### config.mk
export PLATFORM = sky130hd
export DESIGN_NAME = spi_controller_flat
export DESIGN_NICKNAME = d
export VERILOG_FILES = /design/src/rtl/spi_controller_if.sv /design/src/rtl/spi_controller.sv /design/src/flat_wrapper.sv
export SDC_FILE = /design/constraint.sdc
export NUM_CORES = 1
export LEC_CHECK = 0
export ABC_AREA = 1
export CAP_MARGIN = 20
export CORE_ASPECT_RATIO = 1.4
export CORE_UTILIZATION = 35
export CTS_BUF_LIST = sky130_fd_sc_hd__clkbuf_8
export CTS_CLUSTER_DIAMETER = 50
export CTS_CLUSTER_SIZE = 8
export DETAILED_ROUTE_END_ITERATION = 7
export PLACE_DENSITY = 0.62
export RECOVER_POWER = 100
export SLEW_MARGIN = 20
export SYNTH_ARGS = -nofsm -noshare
export SYNTH_HDL_FRONTEND = slang
export SYNTH_SLANG_ARGS = --single-unit
### constraint.sdc
create_clock -name clk -period 1.4 [get_ports clk]
set_input_delay 0.35 -clock clk [delete_from_list [all_inputs] [get_ports clk]]
set_output_delay 0.35 -clock clk [all_outputs]
set_load 0.02 [all_outputs]
### src/rtl/spi_controller_if.sv
// Request/status handshake plus SPI pins of spi_controller.
// The requester uses modport master; the controller uses modport slave.
interface spi_controller_if;
    logic       start;
    logic       rw;
    logic [6:0] addr;
    logic [7:0] wdata;
    logic       busy;
    logic       done;
    logic       err;
    logic       SCLK;
    logic       COPI;
    logic       nCS;

    modport master (
        output start, rw, addr, wdata,
        input  busy, done, err, SCLK, COPI, nCS
    );

    modport slave (
        input  start, rw, addr, wdata,
        output busy, done, err, SCLK, COPI, nCS
    );
endinterface

### src/rtl/spi_controller.sv
// SPI mode-0 initiator: sends one 16-bit {rw, addr, wdata} frame per start, MSB first.
// Optional macro ADDR_CHECK_EN rejects addresses above MAX_ADDR with an err/done pulse.
//
// state | meaning
// IDLE  | bus idle, waiting for start
// LEAD  | nCS low, COPI = bit 15, setup time before first SCLK rise
// SHIFT | 16 bits, SCLK high half then low half each
// TRAIL | nCS still low, COPI holds bit 0, hold time
// GAP   | nCS high; done on the last cycle
module spi_controller #(
    parameter int CLK_DIV = 4
`ifdef ADDR_CHECK_EN
    , parameter int MAX_ADDR = 4
`endif
) (
    input  logic           clk,
    input  logic           rst,
    spi_controller_if.slave bus
);
    localparam int         CW     = $clog2(CLK_DIV);
    localparam logic [CW-1:0] DIV_M1 = CW'(CLK_DIV - 1);

    typedef enum logic [2:0] {IDLE, LEAD, SHIFT, TRAIL, GAP} state_t;

    state_t         state, state_nx;
    logic [CW-1:0]  cnt, cnt_nx;
    logic [3:0]     bit_cnt, bit_nx;
    logic           sclk_hi, hi_nx;
    logic [15:0]    shreg, shreg_nx;
    logic           fin, err_nx, done_nx, in_frame;
    logic           reject;
    logic           busy_q, done_q, err_q, sclk_q, copi_q, ncs_q;

`ifdef ADDR_CHECK_EN
    localparam logic [6:0] MAX_A = 7'(MAX_ADDR);
    assign reject = (bus.addr > MAX_A);
`else
    assign reject = 1'b0;
`endif

    always_comb begin
        state_nx = state;
        cnt_nx   = cnt;
        bit_nx   = bit_cnt;
        hi_nx    = sclk_hi;
        shreg_nx = shreg;
        fin      = 1'b0;
        err_nx   = 1'b0;
        case (state)
            IDLE: begin
                if (bus.start) begin
                    if (reject) begin
                        err_nx = 1'b1;
                        fin    = 1'b1;
                    end else begin
                        state_nx = LEAD;
                        cnt_nx   = DIV_M1;
                        bit_nx   = 4'd15;
                        hi_nx    = 1'b0;
                        shreg_nx = {bus.rw, bus.addr, bus.wdata};
                    end
                end
            end
            LEAD: begin
                if (cnt == '0) begin
                    state_nx = SHIFT;
                    cnt_nx   = DIV_M1;
                    hi_nx    = 1'b1;
                end else begin
                    cnt_nx = cnt - 1'b1;
                end
            end
            SHIFT: begin
                if (cnt != '0) begin
                    cnt_nx = cnt - 1'b1;
                end else begin
                    cnt_nx = DIV_M1;
                    if (sclk_hi) begin
                        // Falling edge: present the next bit, but bit 0 stays through TRAIL
                        hi_nx = 1'b0;
                        if (bit_cnt != 4'd0)
                            shreg_nx = {shreg[14:0], 1'b0};
                    end else if (bit_cnt == 4'd0) begin
                        state_nx = TRAIL;
                    end else begin
                        hi_nx  = 1'b1;
                        bit_nx = bit_cnt - 1'b1;
                    end
                end
            end
            TRAIL: begin
                if (cnt == '0) begin
                    state_nx = GAP;
                    cnt_nx   = DIV_M1;
                end else begin
                    cnt_nx = cnt - 1'b1;
                end
            end
            GAP: begin
                if (cnt == '0)
                    state_nx = IDLE;
                else
                    cnt_nx = cnt - 1'b1;
            end
            default: state_nx = IDLE;
        endcase
        in_frame = (state_nx == LEAD) || (state_nx == SHIFT) || (state_nx == TRAIL);
        done_nx  = fin || ((state_nx == GAP) && (cnt_nx == '0));
    end

    // Outputs are flopped from next-state values so they line up with the state.
    always_ff @(posedge clk or posedge rst) begin
        if (rst) begin
            state   <= IDLE;
            cnt     <= '0;
            bit_cnt <= '0;
            sclk_hi <= 1'b0;
            shreg   <= '0;
            busy_q  <= 1'b0;
            done_q  <= 1'b0;
            err_q   <= 1'b0;
            sclk_q  <= 1'b0;
            copi_q  <= 1'b0;
            ncs_q   <= 1'b1;
        end else begin
            state   <= state_nx;
            cnt     <= cnt_nx;
            bit_cnt <= bit_nx;
            sclk_hi <= hi_nx;
            shreg   <= shreg_nx;
            busy_q  <= (state_nx != IDLE);
            done_q  <= done_nx;
            err_q   <= err_nx;
            sclk_q  <= (state_nx == SHIFT) && hi_nx;
            copi_q  <= in_frame && shreg_nx[15];
            ncs_q   <= !in_frame;
        end
    end

    assign bus.busy = busy_q;
    assign bus.done = done_q;
    assign bus.err  = err_q;
    assign bus.SCLK = sclk_q;
    assign bus.COPI = copi_q;
    assign bus.nCS  = ncs_q;
endmodule
### src/flat_wrapper.sv
// flat-port wrapper written by rule: the top's interface ports become plain ports
module spi_controller_flat 
#(
    parameter int CLK_DIV = 4

)
  (clk, rst, bus_start, bus_rw, bus_addr, bus_wdata, bus_busy, bus_done, bus_err, bus_SCLK, bus_COPI, bus_nCS);
  spi_controller_if bus_i ();
  input  logic clk;
  input  logic rst;
  input wire logic [$bits(bus_i.start)-1:0] bus_start;
  input wire logic [$bits(bus_i.rw)-1:0] bus_rw;
  input wire logic [$bits(bus_i.addr)-1:0] bus_addr;
  input wire logic [$bits(bus_i.wdata)-1:0] bus_wdata;
  output wire logic [$bits(bus_i.busy)-1:0] bus_busy;
  output wire logic [$bits(bus_i.done)-1:0] bus_done;
  output wire logic [$bits(bus_i.err)-1:0] bus_err;
  output wire logic [$bits(bus_i.SCLK)-1:0] bus_SCLK;
  output wire logic [$bits(bus_i.COPI)-1:0] bus_COPI;
  output wire logic [$bits(bus_i.nCS)-1:0] bus_nCS;
  assign bus_i.start = bus_start;
  assign bus_i.rw = bus_rw;
  assign bus_i.addr = bus_addr;
  assign bus_i.wdata = bus_wdata;
  assign bus_busy = bus_i.busy;
  assign bus_done = bus_i.done;
  assign bus_err = bus_i.err;
  assign bus_SCLK = bus_i.SCLK;
  assign bus_COPI = bus_i.COPI;
  assign bus_nCS = bus_i.nCS;
  spi_controller #(.CLK_DIV(CLK_DIV)) u_core (.clk(clk), .rst(rst), .bus(bus_i));
endmodule
After elaboration in Yosys (flattened, before gate mapping)
Cells that the tools add are included.
{ "word_totals": {"ff_bits": 31, "input_bits": 19, "output_inout_bits": 6, "elab_cells": 73} }
{ "op_classes": {"add_sub_neg": 2, "eq_ne": 14, "n_mux": 29, "n_reduce_logical": 17} }
{ "op_table": {"columns": ["op", "n"], "rows": [
  ["16-bit two-way mux", 4],
  ["16-bit one-hot mux with 2 select lines", 1],
  ["3-bit two-way mux", 7],
  ["4-bit two-way mux", 4],
  ["3-bit one-hot mux with 5 select lines", 1],
  ["3-bit by 2-bit == test with 1-bit output, second input constant", 4],
  ["5-bit AND reduction", 2],
  ["2-bit two-way mux", 4],
  ["2-bit inequality test, second input constant", 4],
  ["2-bit one-hot mux with 4 select lines", 1],
  ["4-bit one-hot mux with 2 select lines", 1],
  ["3-bit by 1-bit == test with 1-bit output, second input constant", 2],
  ["3-bit == test, second input constant", 2],
  ["1-bit two-way mux", 5],
  ["2-bit zero test", 2],
  ["4-bit zero test", 1],
  ["2-bit by 1-bit inequality test with 1-bit output, second input constant", 2],
  ["2-bit nonzero test", 2],
  ["4-bit nonzero test", 1],
  ["4-bit by 1-bit subtractor with 4-bit output, second input constant", 1],
  ["1-bit logical AND", 3],
  ["3-bit zero test", 1],
  ["1-bit one-hot mux with 3 select lines", 1],
  ["3-bit nonzero test", 1],
  ["4 further kinds", 5]
]} }

Depth between registers and ports, before layout
Gate-level depths: netlist (run 1).
{ "depth": {"depth_word": 9, "depth_mapped": 10, "depth_no_buf": 10} }

Worst setup path after synthesis (run 1)
Ideal clock, no wire load.
{ "synth_timing": {"path_type": "reg2reg", "from": "reg u_core.cnt[0]", "to": "reg u_core.shreg[14]", "setup_time_ns": 0.125, "arrival_time_ns": 1.343, "required_ns": 1.275, "setup_slack_ns": -0.068, "stages_incl_launch_ff": 11, "n_path_buf": 1, "period_less_slack_ns": 1.468, "path_cell_list": "dfrtp_1 > inv_1 > ha_1 > nand2_1 > inv_1 > nand2_1 > nand2_2 > nand2_4 > buf_6 > nand2_1 > nand3_1"} }
{ "synth_between": {"elab_chain_cells": 3} }
{ "synth_rtl": {"columns": ["item", "line_no", "text"], "rows": [
  ["from (decl)", "spi_controller.sv:26", "logic [CW-1:0] cnt, cnt_nx;"],
  ["from (signal assigned)", "spi_controller.sv:127", "cnt <= cnt_nx;"],
  ["2-bit nonzero test", "spi_controller.sv:74", "if (cnt != '0) begin"],
  ["2-bit inequality test (no source line)", null, null],
  ["5-bit AND reduction (no source line)", null, null],
  ["to (signal assigned)", "spi_controller.sv:130", "shreg <= shreg_nx;"],
  ["to (decl)", "spi_controller.sv:29", "logic [15:0] shreg, shreg_nx;"]
]} }
No other way between the ends.
A chain may end at the register's enable or synchronous reset.

Final worst setup path (run 1)
{ "layout_timing": {"from": "reg u_core.bit_cnt[1]", "to": "reg u_core.bit_cnt[1]"} }
{ "layout_between": {"elab_chain_cells": 5, "word_cells_on_any_way": 8, "cone_classes": "add/sub (1); eq/ne (1); mux (4); reduce/logical (2)"} }
{ "layout_rtl": {"columns": ["item", "line_no", "text"], "rows": [
  ["from (decl)", "spi_controller.sv:27", "logic [3:0] bit_cnt, bit_nx;"],
  ["from (signal assigned)", "spi_controller.sv:128", "bit_cnt <= bit_nx;"],
  ["4-bit by 1-bit subtractor with 4-bit output", "spi_controller.sv:87", "bit_nx = bit_cnt - 1'b1;"],
  ["4-bit two-way mux", "spi_controller.sv:83", "end else if (bit_cnt == 4'd0) begin"],
  ["4-bit two-way mux", "spi_controller.sv:78", "if (sclk_hi) begin"],
  ["4-bit two-way mux", "spi_controller.sv:74", null],
  ["4-bit one-hot mux with 2 select lines", "spi_controller.sv:49", "case (state)"]
]} }
Several ways; a longest one is shown, not always the timed one. The select of a mux whose other input is x is not followed.

==> results.json, run 1 <==
{
  "routedWlPerCell_um": 11.9,
  "cts_root_buffer": "sky130_fd_sc_hd__clkbuf_8",
  "drc": 0,
  "seq_power_share": 0.544,
  "postSynth.topFlopCell": "sky130_fd_sc_hd__dfrtp_1",
  "critPathBufInv": 2,
  "max_freq_mhz": 735,
  "cts_inserted_buffers": 5,
  "std_cell_rows": 29,
  "vias": 1529,
  "timing.setup.critical_path_class": "reg -> reg",
  "cts.path.max_buffers": 2,
  "insertedDiodeCount": 0,
  "yosys.cell_count.top_type": "sky130_fd_sc_hd__nand2_1",
  "detail_route.iter0.violations": 35,
  "crit_path_end_kind": "register",
  "timing_worst_slew_pin_value_ps": 765,
  "async_flop_share": 1.00,
  "post_synth_top_area_share": 0.452,
  "final-setup-viol-count": 0,
  "die_area_mm2": 0.00502,
  "power.share.clock": 0.412,
  "io_buffers": 23,
  "ir_drop_mv": 0.448,
  "power.switching_fraction": 0.223,
  "seqCellArea_um2": 778,
  "reg2reg_setup_slack_ps": 40,
  "number_of_cells_on_the_worst_reg_to_reg_path": 9,
  "placeable_core_area_mm2": 0.00454,
  "clk_latency_ps": 290,
  "r2r_end": "u_core.bit_cnt[1]",
  "synth-edff-count": 0,
  "power.density_mw_per_mm2": 680,
  "avgViaCountPerCell": 4.79,
  "regToRegStartpoint": "u_core.bit_cnt[1]",
  "synthDominantAreaCellType": "sky130_fd_sc_hd__dfrtp_1",
  "grt_antenna_before_repair": 0,
  "tritoncts": "yes",
  "hold_start": "u_core.shreg[0]",
  "synth_top_cells_by_area": "sky130_fd_sc_hd__dfrtp_1, sky130_fd_sc_hd__nand2_1, sky130_fd_sc_hd__nand3_1",
  "worstSetupStartpoint": "u_core.bit_cnt[1]",
  "layout.filler_cells": 416,
  "cts.clk_slew.worst_paths_ps": 70,
  "critPathMaxFanout": 6,
  "final.min_clock_period_ps": 1360,
  "power.share.combinational": 0.044,
  "ioPinCount": 25,
  "combined_global_route_utilization_of_all_metal_layers": 0.160,
  "worst_path_largest_cell_delay_ps": 400,
  "finalHoldViolCount": 0,
  "die_width_um": 60.2,
  "synth_top_cells_by_count": "sky130_fd_sc_hd__nand2_1, sky130_fd_sc_hd__dfrtp_1, sky130_fd_sc_hd__nand3_1",
  "crit_arrival_ps": 1530,
  "drt_wl_total_mm": 3.79,
  "synthToLayoutAreaGrowth_pct": 46.0,
  "grt_start_max_net_pins": 32,
  "fraction_of_layout_cells_with_a_size_suffix_above_1": 0.342,
  "cp_slowest_cell": "sky130_fd_sc_hd__dfrtp_1",
  "globalRouteOverflowTotal": 0,
  "ctsHoldBuffers": 0,
  "final_design_area_no_fill_mm2": 0.00242,
  "finalCritPeriodShare": 0.971,
  "syn_area_mm2": 0.00166,
  "holdCritPathClass": "reg -> reg",
  "cts_max_level": 2,
  "syn-instance-count": 206,
  "timing.critical_path.max_delay_family": "simple AND/OR/NAND/NOR gates",
  "crit_required_ps": 1570,
  "critical_path_depth": 9,
  "chipHeight_um": 83.5,
  "crit_path_start_kind": "register",
  "drt_pass1_iterations": 4,
  "leakagePower_nw": 1.14,
  "grt_first_pass_wirelength_mm": 6.06,
  "critical_path.endpoint": "u_core.bit_cnt[1]",
  "place.gp.congestion": 0.829,
  "p_sw_mw": 0.368,
  "yosysWarningCount": 0,
  "final.hold.worst_slack_ps": 486,
  "slew_viol_final": 0,
  "cts_num_sinks": 31,
  "postSynthRegisterBits": 31,
  "multi_input_area_um2": 910,
  "first_global_vias": 1392,
  "final_antenna_net_count": 0,
  "ys_types": 31,
  "outcome": "completed",
  "yosysSeqAreaShare": 0.468,
  "maxCapViolCount": 0,
  "power_report.internal_total_mw": 1.28,
  "grt_setup_unrepaired": "yes",
  "place_hpwl_mm": 2.43,
  "start_util": 0.366,
  "syn_nets": 229,
  "layout.nets": 279,
  "synth_area_per_cell_um2": 8.05,
  "worst_slew_margin_rel": 0.490,
  "crit_path_cell_trace": "inv_2, ha_4, nand3_4, nor2_4, nor2_1, nand2_1, inv_2, nand2_1, o21ai_1",
  "placedInstanceArea_mm2": 0.00210,
  "final.setup_skew_ps": 8.97
}
-- cell type report --
class,instances,share of cell area
Multi-Input combinational cell,145,0.376
Sequential cell,31,0.321
Timing Repair Buffer,49,0.195
Inverter,24,0.0413
Tap cell,62,0.0320
Clock buffer,5,0.0284
Clock inverter,3,0.00620
-- how the worst min path moves through the flow --
stage	to	slack (ps)	cells after the start
floorplan	u_core.shreg[0]	440	2
global placement	u_core.shreg[0]	460	2
detailed placement	u_core.shreg[1]	470	2
CTS	u_core.shreg[14]	400	3
global route	u_core.shreg[12]	510	2
finish	u_core.shreg[0]	490	2
-- worst reg2reg max path, cell delays in order (launching register included) --
cell and delay (ps):
sky130_fd_sc_hd__dfrtp_1 400, sky130_fd_sc_hd__inv_2 90, sky130_fd_sc_hd__ha_4 150, sky130_fd_sc_hd__nand3_4 120, sky130_fd_sc_hd__nor2_4 140, sky130_fd_sc_hd__nor2_1 60
sky130_fd_sc_hd__nand2_1 100, sky130_fd_sc_hd__inv_2 70, sky130_fd_sc_hd__nand2_1 60, sky130_fd_sc_hd__o21ai_1 60
-- state kept, by name, summed over array words and instances (netlist names) --
| name | count |
|---|---|
| u_core.state | 3 |
| u_core.bus.COPI | 1 |
| u_core.bus.busy | 1 |
| u_core.cnt | 2 |
| u_core.bus.done | 1 |
| u_core.sclk_hi | 1 |
| u_core.bus.SCLK | 1 |
| u_core.bit_cnt | 4 |
| u_core.bus.nCS | 1 |
| u_core.shreg | 16 |
-- what timing repair did --
| action | CTS | global route |
|---|---|---|
| endpoints found under the setup margin | 10 | 27 |
| hold endpoints to repair | 0 | 0 |
| gates resized for setup | 14 | 48 |
| cloned | 0 | 1 |
| pin swaps | 1 | 21 |
| buffers inserted | 0 | 8 |
-- cell usage in the layout (no fill, tap or decap), types with 2 or more instances in the layout --
cell type / netlist / layout
sky130_fd_sc_hd__nand2_8: 0 / 3
sky130_fd_sc_hd__nand3_4: 1 / 2
sky130_fd_sc_hd__nand3_2: 2 / 7
sky130_fd_sc_hd__dlygate4sd2_1: 0 / 4
sky130_fd_sc_hd__inv_4: 0 / 2
sky130_fd_sc_hd__ha_4: 0 / 2
sky130_fd_sc_hd__nand2_4: 1 / 3
sky130_fd_sc_hd__clkbuf_8: 0 / 5
sky130_fd_sc_hd__a21oi_2: 1 / 2
sky130_fd_sc_hd__nor2_1: 12 / 11
sky130_fd_sc_hd__buf_4: 1 / 20
sky130_fd_sc_hd__nand4_1: 15 / 15
sky130_fd_sc_hd__o21ai_1: 3 / 4
sky130_fd_sc_hd__clkdlybuf4s50_1: 0 / 16
sky130_fd_sc_hd__o31ai_1: 2 / 2
sky130_fd_sc_hd__nand2_1: 63 / 50
sky130_fd_sc_hd__inv_1: 20 / 9
sky130_fd_sc_hd__dfrtp_1: 30 / 29
sky130_fd_sc_hd__nand3_1: 24 / 18
sky130_fd_sc_hd__buf_12: 0 / 4
sky130_fd_sc_hd__nand2_2: 1 / 10
sky130_fd_sc_hd__ha_1: 4 / 2
sky130_fd_sc_hd__nor2_4: 1 / 3
sky130_fd_sc_hd__clkinv_2: 0 / 3
sky130_fd_sc_hd__inv_2: 4 / 12
-- metrics by stage --
step | power, mW | std cells | TNS, ps | utilization | setup slack (ps)
after floorplan | 0.931 | 206 | 0 | - | 25.3
after global placement | 0.993 | 302 | -3530 | 0.462 | -219
after detailed placement | 0.993 | 302 | -3620 | 0.462 | -229
after CTS | 1.68 | 310 | -7.85 | 0.485 | -4.49
after global routing | 1.71 | 319 | -127 | 0.534 | -28.9
final | 1.65 | 319 | 0 | 0.534 | 39.9
-- power groups by stage --
| stage | clock network [mW] | logic [mW] | registers [mW] |
|---|---|---|---|
| 2_1_floorplan | 0 | 0.0188 | 0.912 |
| 3_3_place_gp | 0 | 0.0803 | 0.912 |
| 3_5_place_dp | 0 | 0.0802 | 0.912 |
| 5_1_grt | 0.732 | 0.0788 | 0.895 |
| 4_1_cts | 0.704 | 0.0804 | 0.895 |
| 6_report | 0.679 | 0.0721 | 0.896 |
-- routing by layer --
layer  track usage  up-vias  part of all wire
met2         0.251       30              0.53
met1         0.197      715              0.42
li1              -      776                 -
met5             0        -                 0
met3        0.0326        8             0.026
met4        0.0951        0             0.025
-- kinds of logic (layout without fill, tap and decap cells) --
family / count (synthesis) / after routing / share of synthesized area
buf+inv: 31 / 81 / 0.0875
simple gates: 125 / 126 / 0.360
fa+ha+maj: 4 / 4 / 0.0302
flops: 31 / 31 / 0.468
other cells: 1 / 1 / 0.00226
compound gates: 14 / 14 / 0.0513
Note: power is estimated with default switching activity, not from simulation.
==> run 2: changes to the inputs <==
Settings changed: CORE_MARGIN set to 4, PLACE_DENSITY 0.62 to 0.6.
Clock period 1.4 ns to 1.6 ns, I/O delays scaled along.
==> results.json, run 2 (synthesis gave the netlist of run 1 again) <==
{
  "outcome": "completed",
  "crit_path_cell_trace": "dlygate4sd2_1",
  "first_global_vias": 1351,
  "die_area_mm2": 0.00592,
  "utilization": 0.462,
  "finalHoldViolCount": 0,
  "ioPinCount": 25,
  "final_cell_mix": "sky130_fd_sc_hd__nand2_1, sky130_fd_sc_hd__dfrtp_1, sky130_fd_sc_hd__nand3_1",
  "grt_setup_unrepaired": "no",
  "crit_required_ps": 1200,
  "final.min_clock_period_ps": 1510,
  "pre_cts_ws_ps": -77.0,
  "cts_max_level": 2,
  "insertedDiodeCount": 0,
  "grt_start_max_net_pins": 19,
  "timing.setup.critical_path_class": "reg -> out",
  "worst_slew_margin_rel": 0.666,
  "drt_pass1_iterations": 4,
  "p_sw_mw": 0.300,
  "finalCritPeriodShare": 0.941,
  "power_report.internal_total_mw": 1.11,
  "timing_worst_slew_pin_value_ps": 502,
  "cts.clk_slew.worst_paths_ps": 60,
  "critPathBufInv": 1,
  "power.share.clock": 0.400,
  "grt_first_pass_wirelength_mm": 5.71,
  "drt_wl_total_mm": 3.34,
  "timing.critical_path.max_delay_family": "flip-flops",
  "largest_reg_flops": 16,
  "seqCellArea_um2": 777,
  "final_antenna_net_count": 0,
  "chipHeight_um": 89.5,
  "die_width_um": 66.2,
  "detail_route.iter0.violations": 44,
  "drc": 0,
  "multi_input_area_um2": 753,
  "place_hpwl_mm": 2.48,
  "placeable_core_area_mm2": 0.00457,
  "synthToLayoutAreaGrowth_pct": 27.3,
  "maxCapViolCount": 0,
  "crit_path_end_kind": "output port",
  "holdCritPathClass": "in -> async",
  "tritoncts": "yes",
  "slew_viol_final": 0,
  "combined_global_route_utilization_of_all_metal_layers": 0.124,
  "crit_arrival_ps": 1110,
  "avgViaCountPerCell": 4.72,
  "cts_inserted_buffers": 5,
  "power.density_mw_per_mm2": 670,
  "grt_antenna_before_repair": 0,
  "std_cell_rows": 29,
  "place.gp.congestion": 0.756,
  "leakagePower_nw": 1.02,
  "critPathMaxFanout": 1,
  "globalRouteOverflowTotal": 0,
  "power.share.combinational": 0.046,
  "placedInstanceArea_mm2": 0.00205,
  "worstSetupStartpoint": "u_core.bus.nCS",
  "vias": 1439,
  "final_design_area_no_fill_mm2": 0.00211,
  "seq_power_share": 0.554,
  "cp_slowest_cell": "sky130_fd_sc_hd__dfstp_2",
  "io_buffers": 23,
  "largestRegisters": "u_core.shreg (16), u_core.bit_cnt (4), u_core.state (3)",
  "layout.nets": 265,
  "regToRegStartpoint": "u_core.bit_cnt[0]",
  "cts.path.max_buffers": 2,
  "final-setup-viol-count": 0,
  "layout.filler_cells": 486,
  "worst_path_largest_cell_delay_ps": 510,
  "cts_num_sinks": 31,
  "cts_root_buffer": "sky130_fd_sc_hd__clkbuf_8",
  "most_common_library_cell_in_the_layout_ignoring_fill_and_taps": "sky130_fd_sc_hd__nand2_1",
  "final.setup_skew_ps": 7.01,
  "ir_drop_mv": 0.568,
  "largest-register": "u_core.shreg",
  "max_freq_mhz": 664,
  "worst_slack_ps": 94.6,
  "fraction_of_layout_cells_with_a_size_suffix_above_1": 0.144,
  "start_util": 0.363,
  "power.switching_fraction": 0.212,
  "routedWlPerCell_um": 11.0,
  "clk_latency_ps": 280,
  "crit_path_start_kind": "register"
}
run 2: cell types whose count changed in the layout (fill, tap and decap cells not counted), sizes merged:
cell / delta
clkdlybuf4s50: +1
inv: +2
buf: -16
clkbuf: +3
nand2: -1
clkinv: -2
dlymetal6s2s: -1
run 2: final timing paths:
check	endpoint	slack, ps	depth (start not counted)
setup / recovery	bus_nCS	90	1
hold / removal	u_core.bus.busy	450	2
setup reg to reg	u_core.bus.COPI	160	8
hold reg to reg	u_core.shreg[0]	470	2
max in group asynchronous	u_core.shreg[12]	450	3
min in group clk	u_core.shreg[0]	470	2
run 2: metal layers:
metal	GRT usage	part of all wire	vias to the layer above
li1	-	-	745
met1	0.144	0.45	666
met2	0.216	0.49	23
met3	0.0277	0.041	5
met4	0.0555	0.017	0
met5	0	0	-
run 2: final cells by class:
class | count | area share
well taps | 62 | 0.0367
clock buffers | 5 | 0.0326
flip-flops and latches | 31 | 0.368
multi-input cells | 144 | 0.357
repair buffers | 36 | 0.158
inverters | 24 | 0.0427
clock inverters | 3 | 0.00592
run 2: power by group through the flow:
stage | Clock (mW) | Sequential, mW | Combinational, mW
2_1_floorplan | 0 | 0.798 | 0.0164
3_3_place_gp | 0 | 0.798 | 0.0716
3_5_place_dp | 0 | 0.798 | 0.0725
4_1_cts | 0.583 | 0.784 | 0.0729
5_1_grt | 0.615 | 0.783 | 0.0715
6_report | 0.566 | 0.784 | 0.0647
run 2: repair_timing:
action | CTS | global route
setup buffers | 0 | 0
endpoints found under the setup margin | 4 | 3
resized for setup | 4 | 4
hold endpoints to repair | 0 | 0
hold buffers | 0 | 0
run 2: per-stage QoR:
step	cells	setup TNS [ps]	hold WS [ps]	power [mW]
after global routing	305	0	472	1.47
after global placement	297	-75.8	459	0.870
final	305	0	453	1.41
after detailed placement	297	-205	460	0.871
after floorplan	206	0	442	0.815
after CTS	305	0	348	1.44
==> run 3: changes to the inputs <==
Settings changed: PLACE_DENSITY 0.6 to unset, PLACE_DENSITY_LB_ADDON set to 0.25.
==> results.json, run 3 (synthesis gave the netlist of run 1 again) <==
{
  "crit_path_start_kind": "register",
  "holdCritPathClass": "reg -> reg",
  "pre_cts_ws_ps": -21.2,
  "start_util": 0.363,
  "most_common_library_cell_in_the_layout_ignoring_fill_and_taps": "sky130_fd_sc_hd__nand2_1",
  "final-instance-count-excl-fill": 304,
  "ioPinCount": 25,
  "final_antenna_net_count": 0,
  "insertedDiodeCount": 0,
  "final.hold.worst_slack_ps": 478,
  "place_hpwl_mm": 2.39,
  "layout.nets": 264,
  "drt_pass1_iterations": 4,
  "timing.setup.critical_path_class": "reg -> out",
  "finalHoldViolCount": 0,
  "timing_worst_slew_pin_value_ps": 773,
  "finalCritPeriodShare": 0.944,
  "place.gp.congestion": 0.794,
  "worst_slack_ps": 89.8,
  "cts_inserted_buffers": 5,
  "grt_antenna_before_repair": 0,
  "avgViaCountPerCell": 4.69,
  "detail_route.iter0.violations": 82,
  "crit_path_end_kind": "output port",
  "grt_start_max_net_pins": 32,
  "power.density_mw_per_mm2": 706,
  "die_area_mm2": 0.00592,
  "clk_latency_ps": 280,
  "worst_slew_margin_rel": 0.485,
  "maxCapViolCount": 0,
  "vias": 1426,
  "critPathMaxFanout": 1,
  "multi_input_area_um2": 758,
  "cts_num_sinks": 31,
  "synthToLayoutAreaGrowth_pct": 29.0,
  "max_freq_mhz": 662,
  "placedInstanceArea_mm2": 0.00204,
  "final_cell_mix": "sky130_fd_sc_hd__nand2_1, sky130_fd_sc_hd__dfrtp_1, sky130_fd_sc_hd__nand3_1",
  "cp_slowest_cell": "sky130_fd_sc_hd__dfstp_2",
  "cts_root_buffer": "sky130_fd_sc_hd__clkbuf_8",
  "first_global_vias": 1388,
  "timing.critical_path.max_delay_family": "flip-flops",
  "grt_first_pass_wirelength_mm": 6.02,
  "final-setup-viol-count": 0,
  "cts.clk_slew.worst_paths_ps": 60,
  "combined_global_route_utilization_of_all_metal_layers": 0.130,
  "layout.filler_cells": 481,
  "largestRegisters": "u_core.shreg (16), u_core.bit_cnt (4), u_core.state (3)",
  "die_width_um": 66.2,
  "crit_arrival_ps": 1110,
  "largest-register": "u_core.shreg",
  "largest_reg_flops": 16,
  "final.setup_skew_ps": 3.94,
  "tritoncts": "yes",
  "seqCellArea_um2": 777,
  "ir_drop_mv": 0.553,
  "cts.path.max_buffers": 2,
  "routedWlPerCell_um": 10.9,
  "chipHeight_um": 89.5,
  "placeable_core_area_mm2": 0.00457,
  "crit_path_cell_trace": "dlygate4sd2_1",
  "dpl.cell_count": 296,
  "worst_path_largest_cell_delay_ps": 510,
  "final_design_area_no_fill_mm2": 0.00214,
  "leakagePower_nw": 1.03,
  "drt_wl_total_mm": 3.32,
  "crit_required_ps": 1200,
  "globalRouteOverflowTotal": 0,
  "drc": 0,
  "std_cell_rows": 29,
  "cts_max_level": 2,
  "final.min_clock_period_ps": 1510,
  "slew_viol_final": 0,
  "outcome": "completed",
  "fraction_of_layout_cells_with_a_size_suffix_above_1": 0.157,
  "io_buffers": 23,
  "critPathBufInv": 1
}
## run 3: timing repair
| item | CTS | global route |
|---|---|---|
| resized for setup | 5 | 5 |
| cloned | 0 | 0 |
| setup buffers | 0 | 0 |
| setup endpoints to repair | 5 | 13 |
| hold buffers | 0 | 0 |
## run 3: per-stage QoR
stage / util / total power [mW] / TNS [ps]
6_report: 0.468 / 1.51 / 0
5_1_grt: 0.468 / 1.57 / -15.0
4_1_cts: 0.467 / 1.54 / 0
3_5_place_dp: 0.446 / 0.870 / -21.2
3_3_place_gp: 0.446 / 0.870 / -18.7
2_1_floorplan: - / 0.815 / 0
## run 3: path summary, 6_finish.rpt
kind / start / endpoint / slack [ps] / cells after the start
min reg2reg: u_core.shreg[0] / u_core.shreg[0] / 480 / 2
max: u_core.bus.nCS / bus_nCS / 90 / 1
max in group asynchronous: rst / u_core.bit_cnt[2] / 340 / 3
max reg2reg: u_core.cnt[0] / u_core.shreg[15] / 120 / 9
min: u_core.shreg[0] / u_core.shreg[0] / 480 / 2
min in group asynchronous: rst / u_core.state[1] / 780 / 3
## run 3: cell type report
type	instances	area share
Timing Repair Buffer	35	0.157
Sequential cell	31	0.363
Inverter	24	0.0421
Clock inverter	1	0.00175
Clock buffer	7	0.0450
Multi-Input combinational cell	144	0.354
Tap cell	62	0.0363
## run 3: where the power goes
group          switching (mW)  leakage (nW)  internal (mW)
sequential                  0         0.352          0.784
combinational          0.0249         0.620         0.0402
clock                   0.276        0.0557          0.385
total                   0.300          1.03           1.21
## run 3: metal layers
| metal | up-vias | GRT usage | routed length, µm |
|---|---|---|---|
| met2 | 23 | 0.208 | 1550 |
| li1 | 741 | - | - |
| met1 | 656 | 0.164 | 1560 |
| met5 | - | 0 | 0 |
| met4 | 0 | 0.0610 | 73 |
| met3 | 6 | 0.0340 | 133 |
